`config.mk`:
```
export PLATFORM = sky130hd
export DESIGN_NAME = lsm_sequencer
export DESIGN_NICKNAME = d
export VERILOG_FILES = /design/src/rtl/lsm_pkg.sv /design/src/rtl/lsm_prio_enc.sv /design/src/rtl/lsm_sequencer.sv
export SDC_FILE = /design/constraint.sdc
export NUM_CORES = 1
export LEC_CHECK = 0
export BUFFER_PORTS_ARGS = -buffer_cell sky130_fd_sc_hd__buf_2
export CAP_MARGIN = 20
export CORE_UTILIZATION = 40
export DETAILED_ROUTE_END_ITERATION = 12
export PLACE_DENSITY_LB_ADDON = 0.2
export SETUP_SLACK_MARGIN = 0.4
export SYNTH_ARGS = -nofsm -noshare
export SYNTH_HDL_FRONTEND = slang
export SYNTH_SLANG_ARGS = --single-unit
```
`constraint.sdc`:
```
create_clock -name clk -period 5.8 [get_ports clk]
set_clock_uncertainty 0.15 [all_clocks]
set_input_delay 0.58 -clock clk [delete_from_list [all_inputs] [get_ports clk]]
set_output_delay 0.58 -clock clk [all_outputs]
set_load 0.05 [all_outputs]
```
`src/rtl/lsm_pkg.sv`:
```
// Shared types and helpers for the LDM/STM sequencer: FSM states, {P,U} addressing codes, popcount.
package lsm_pkg;

  typedef enum logic [2:0] {
    IDLE,
    SETUP,
    XFER,
    NEXT,
    DONE
  } lsm_state_e;

  // {P,U} addressing-mode codes
  localparam logic [1:0] MODE_DA = 2'b00;
  localparam logic [1:0] MODE_IA = 2'b01;
  localparam logic [1:0] MODE_DB = 2'b10;
  localparam logic [1:0] MODE_IB = 2'b11;

  localparam logic [31:0] WORD_BYTES = 32'd4;

  function automatic logic [4:0] popcount16(input logic [15:0] v);
    logic [4:0] c;
    c = '0;
    for (int i = 0; i < 16; i++) begin
      c = c + {4'd0, v[i]};
    end
    return c;
  endfunction

endpackage

```
`src/rtl/lsm_prio_enc.sv`:
```
// Combinational lowest-set-bit finder over a 16-bit register list; no latency, no flow control.
module lsm_prio_enc (
  input  logic [15:0] vec,
  output logic        vld,
  output logic [3:0]  idx
);

  always_comb begin
    idx = 4'd0;
    // Scan high-to-low so the lowest set bit is the last one written.
    for (int i = 15; i >= 0; i--) begin
      if (vec[i]) idx = i[3:0];
    end
  end

  assign vld = |vec;

endmodule

```
`src/rtl/lsm_sequencer.sv`:
```
// LDM/STM sequencer: walks the register list lowest-first, MEM_REQ held until MOC; first MEM_REQ 2 cycles after START.
// Optional MOC watchdog enabled by defining LSM_TIMEOUT_EN.
module lsm_sequencer
  import lsm_pkg::*;
#(
  parameter int TIMEOUT_CYCLES = 64
) (
  input  logic        clk,
  input  logic        rst,
  input  logic        start,
  input  logic [15:0] reg_list,
  input  logic        p_bit,
  input  logic        u_bit,
  input  logic        l_bit,
  input  logic [31:0] base_addr,
  input  logic        moc,
  output logic [3:0]  reg_idx,
  output logic [31:0] addr,
  output logic        mem_req,
  output logic        mem_rw,
  output logic [31:0] wb_addr,
  output logic        busy,
  output logic        lsm_detect,
  output logic        lsm_end,
  output logic        err
);

  lsm_state_e  state, state_nxt;
  logic [15:0] mask;
  logic [15:0] mask_rem;
  logic        p_q, u_q;
  logic [31:0] base_q;
  logic [4:0]  n;
  logic [31:0] span;
  logic [31:0] start_addr;
  logic        enc_vld;
  logic [3:0]  enc_idx;
  logic        timeout;

  lsm_prio_enc u_enc (
    .vec (mask),
    .vld (enc_vld),
    .idx (enc_idx)
  );

  assign n        = popcount16(mask);
  assign span     = {25'd0, n, 2'b00};
  assign mask_rem = mask & (mask - 16'd1);

  always_comb begin
    start_addr = base_q - span;
    case ({p_q, u_q})
      MODE_IA: start_addr = base_q;
      MODE_IB: start_addr = base_q + WORD_BYTES;
      MODE_DA: start_addr = base_q - span + WORD_BYTES;
      MODE_DB: start_addr = base_q - span;
      default: start_addr = base_q - span;
    endcase
  end

`ifdef LSM_TIMEOUT_EN
  localparam int CW = $clog2(TIMEOUT_CYCLES + 1);
  logic [CW-1:0] to_cnt;
  logic          err_q;

  assign timeout = (state == XFER) && !moc && (to_cnt == CW'(TIMEOUT_CYCLES - 1));

  always_ff @(posedge clk) begin
    if (rst) begin
      to_cnt <= '0;
      err_q  <= 1'b0;
    end else begin
      // Held at zero outside XFER, so every XFER entry starts a fresh count.
      if (state != XFER) to_cnt <= '0;
      else if (!moc)     to_cnt <= to_cnt + CW'(1);
      if (state == IDLE && start) err_q <= 1'b0;
      else if (timeout)           err_q <= 1'b1;
    end
  end

  assign err = err_q;
`else
  logic unused_timeout;
  assign unused_timeout = ^TIMEOUT_CYCLES;
  assign timeout        = 1'b0;
  assign err            = 1'b0;
`endif

  always_comb begin
    state_nxt = state;
    mem_req   = 1'b0;
    busy      = 1'b1;
    lsm_end   = 1'b0;
    case (state)
      IDLE: begin
        busy = 1'b0;
        if (start) state_nxt = SETUP;
      end
      SETUP: state_nxt = enc_vld ? XFER : DONE;
      XFER: begin
        mem_req = 1'b1;
        if (moc)          state_nxt = (mask_rem == 16'd0) ? DONE : NEXT;
        else if (timeout) state_nxt = DONE;
      end
      NEXT: state_nxt = XFER;
      DONE: begin
        lsm_end   = 1'b1;
        state_nxt = IDLE;
      end
      default: state_nxt = IDLE;
    endcase
  end

  always_ff @(posedge clk) begin
    if (rst) begin
      state      <= IDLE;
      mask       <= '0;
      p_q        <= 1'b0;
      u_q        <= 1'b0;
      mem_rw     <= 1'b0;
      base_q     <= '0;
      addr       <= '0;
      wb_addr    <= '0;
      reg_idx    <= '0;
      lsm_detect <= 1'b0;
    end else begin
      state <= state_nxt;
      case (state)
        IDLE: if (start) begin
          mask   <= reg_list;
          p_q    <= p_bit;
          u_q    <= u_bit;
          mem_rw <= l_bit;
          base_q <= base_addr;
        end
        SETUP: begin
          addr       <= start_addr;
          wb_addr    <= u_q ? base_q + span : base_q - span;
          lsm_detect <= (n != 5'd0);
        end
        XFER: if (moc) begin
          mask <= mask_rem;
          addr <= addr + WORD_BYTES;
        end
        default: ;
      endcase
      // Latch the register index on XFER entry; the mask already reflects completed transfers.
      if (state_nxt == XFER && state != XFER) reg_idx <= enc_idx;
    end
  end

endmodule

```
==> impl_metrics.json <==
{
  "status": "finished with violations",
  "failed_checks": "setup timing",
  "io_buffers": 127,
  "max-clock-path-buffers": 2,
  "cp-end-kind": "flop",
  "worst_pin_slew_ns": 0.990,
  "syn_avg_cell_area_um2": 7.08,
  "antenna-diode-count": 0,
  "critical_path.max_stage_delay_ns": 0.60,
  "area.growth.synth_to_final_pct": 49.9,
  "slew_violations": 0,
  "layout_cells_sized_above_1_pct": 38.1,
  "ys_seq_area_share_pct": 25.7,
  "cap_viol_max_count": 0,
  "numClockSinks": 123,
  "ff2ff_setup_slack_ns": -0.55,
  "layout.cells.most_common_list": "206 x nand2_1, 177 x buf_4, 133 x a21oi_1",
  "die-area_um2": 24600,
  "antenna_found_initial": 0,
  "post_layout_nonfiller_instances": 1958,
  "clkLatencyLatePin_ns": 0.43,
  "grt-ovfl-total": 0,
  "core_region_area_um2": 23500,
  "layout_worst_path_cycle_share_pct": 110,
  "critPathRequiredTime_ns": 5.93,
  "crit-reg2reg-capture": "addr[18]",
  "horizontal_extent_of_the_die_um": 157,
  "routed_via_density": 5.83,
  "drt-pass1-iter-count": 5,
  "asyncSetResetFlopFracSynth_pct": 0,
  "hold_viol_final": 0,
  "worst_setup_path_start_kind": "flop",
  "worst_hold_path.endpoint": "base_q[1]",
  "fp.dieH_um": 157,
  "number_of_vias_in_the_routed_layout": 11400,
  "static-leakage-power_uw": 0.00580,
  "clk_root_buffer_cell": "clkbuf_16",
  "final_design_area_no_fill_um2": 14300,
  "postSynthRegisterBits": 123,
  "syn-cell-area_um2": 9580,
  "crit_arrival_ns": 6.48,
  "power.total_uw": 8230,
  "timing_worst_setup_path_type": "flop to flop",
  "num_io_pins": 129,
  "placedInstanceArea_um2": 11700,
  "syn_nets": 1443,
  "r2r-start": "mask[5]",
  "dpl.cell_count": 1866,
  "cts_buffers": 17,
  "yosys_warn_count": 0,
  "h-tree-depth": 4,
  "detail_route.wirelength_um": 38500,
  "layout_commonest_cell": "nand2_1",
  "reg2reg_depth": 25,
  "slew_headroom_pct": 33.4,
  "drc_errors": 0,
  "timing.critical_path.from": "mask[5]",
  "vias_in_the_first_global_route": 10600,
  "grt_first_pass_wirelength_um": 59000,
  "rsz_0062_raised_after_global_routing": "yes",
  "antenna_left": 0,
  "placementRows": 56,
  "hpwl_um": 25600,
  "path_clk_slew_ns": 0.07,
  "power_density_nw_per_um2": 573,
  "nNetsFinal": 1717,
  "gp_routability_congestion": 0.939,
  "hold_start": "base_addr[1]",
  "hp-class": "input pin to flop",
  "layout_min_cycle_time_ns": 6.35,
  "final_critical_path_setup_slack_ns": -0.553,
  "final-setup-viol-count": 29,
  "drt-initial-drc-count": 1174,
  "global_route.usage.total_pct": 30.9,
  "peakVddDrop_v": 0.000309,
  "synthCells": 1352,
  "clock_tree_from_tritoncts": "yes",
  "routed_wire_length_per_instance_um": 19.7,
  "worstPathMaxFanout": 5,
  "initial_core_util_pct": 40.8,
  "cp_slowest_cell": "fa_2",
  "fmaxAchievable_ghz": 0.157,
  "grt_max_degree": 86,
  "whs_path_depth": 3,
  "ys_dominant_reg_cell": "dfxtp_1",
  "number_of_synthesized_flops_with_an_enable_pin": 0,
  "synth_cell_type_count": 78
}
-- power breakdown --
group / internal (uW) / switching, uW
sequential: 960 / 177
combinational: 2810 / 3130
clock: 717 / 433
-- sequential cells by signal, summed over array words and instances, names as in the netlist --
name and cells:
p_q 1, lsm_detect 1, reg_idx 4, u_q 1, wb_addr 32, mem_rw 1
state 3, addr 32, base_q 32, mask 16
-- Yosys cell counts (all sizes together), types with 24 or more instances --
| library cell | count | share of area [%] |
|---|---|---|
| nand2 | 213 | 8.3 |
| o21ai | 70 | 3.7 |
| nor3 | 37 | 1.9 |
| ha | 24 | 3.1 |
| xnor2 | 39 | 3.6 |
| clkbuf | 78 | 3.1 |
| dfxtp | 123 | 26 |
| buf | 28 | 1.5 |
| xor2 | 36 | 3.3 |
| nor2 | 125 | 4.9 |
| nor4 | 29 | 2.4 |
| a21oi | 146 | 7.6 |
| o22ai | 27 | 1.8 |
| nand3 | 39 | 2.1 |
| inv | 49 | 1.9 |
-- kinds of logic after synthesis --
kind of cell             share of synthesized area, %
multiplexers                                    0.745
AO/OA/AOI/OAI                                    25.8
buffers and inverters                            6.51
flip-flops                                       25.7
AND/OR/NAND/NOR                                  28.7
XOR/XNOR                                         6.86
adder cells (fa/ha/maj)                          5.64
other                                          0.0392
-- routing by layer --
layer / part of all wire, % / track usage (%)
met1: 45 / 44.1
met5: 0 / 0
met4: 2.9 / 11.2
met2: 43 / 45.7
met3: 8.8 / 5.84
-- worst max-delay path: cells and delay by family, from the launching register on --
family | cells | cell delay [ns]
and+or+nand+nor | 2 | 0.25
AOI/OAI and AO/OA | 7 | 1.67
buffers and inverters | 8 | 0.88
xor gates and xnor gates | 2 | 0.39
DFF | 1 | 0.36
adders and majority gates | 6 | 2.50
-- area by class of cell --
cell class | count | area [um2]
clock buffer | 20 | 468
clock inverter | 12 | 161
fill | 2072 | 9120
inverter | 51 | 194
multi-input combinational | 1072 | 8030
sequential | 123 | 2480
tap | 319 | 399
timing repair buffer | 361 | 2630
-- timing repair --
action / CTS / global route
resized for setup: 221 / 92
hold buffers: 0 / 0
hold endpoints to repair: 0 / 0
pin swaps: 122 / 92
buffers inserted: 43 / 16
endpoints found under the setup margin: 53 / 55
cloned: 1 / 0
-- worst max-delay path by stage --
stage          slack [ns]  endpoint  cells past startpoint
6_report            -0.55  addr[18]                     25
5_1_grt             -0.67  addr[18]                     23
4_1_cts             -0.36  addr[18]                     25
3_5_place_dp        -0.61  addr[18]                     22
3_3_place_gp        -0.54  addr[18]                     22
2_1_floorplan       -0.21  addr[24]                     22
-- metrics by stage --
stage / utilization [%] / TNS (ns) / hold WS, ns / worst slack [ns]
finish: 61.1 / -9.21 / 0.229 / -0.553
global route: 61.1 / -16.05 / 0.233 / -0.667
CTS: 58.7 / -5.84 / 0.218 / -0.365
detailed placement: 50.0 / -12.67 / 0.290 / -0.612
global placement: 50.0 / -8.96 / 0.287 / -0.538
floorplan: - / -1.14 / 0.287 / -0.207
Note: power is estimated with default switching activity, not from simulation.
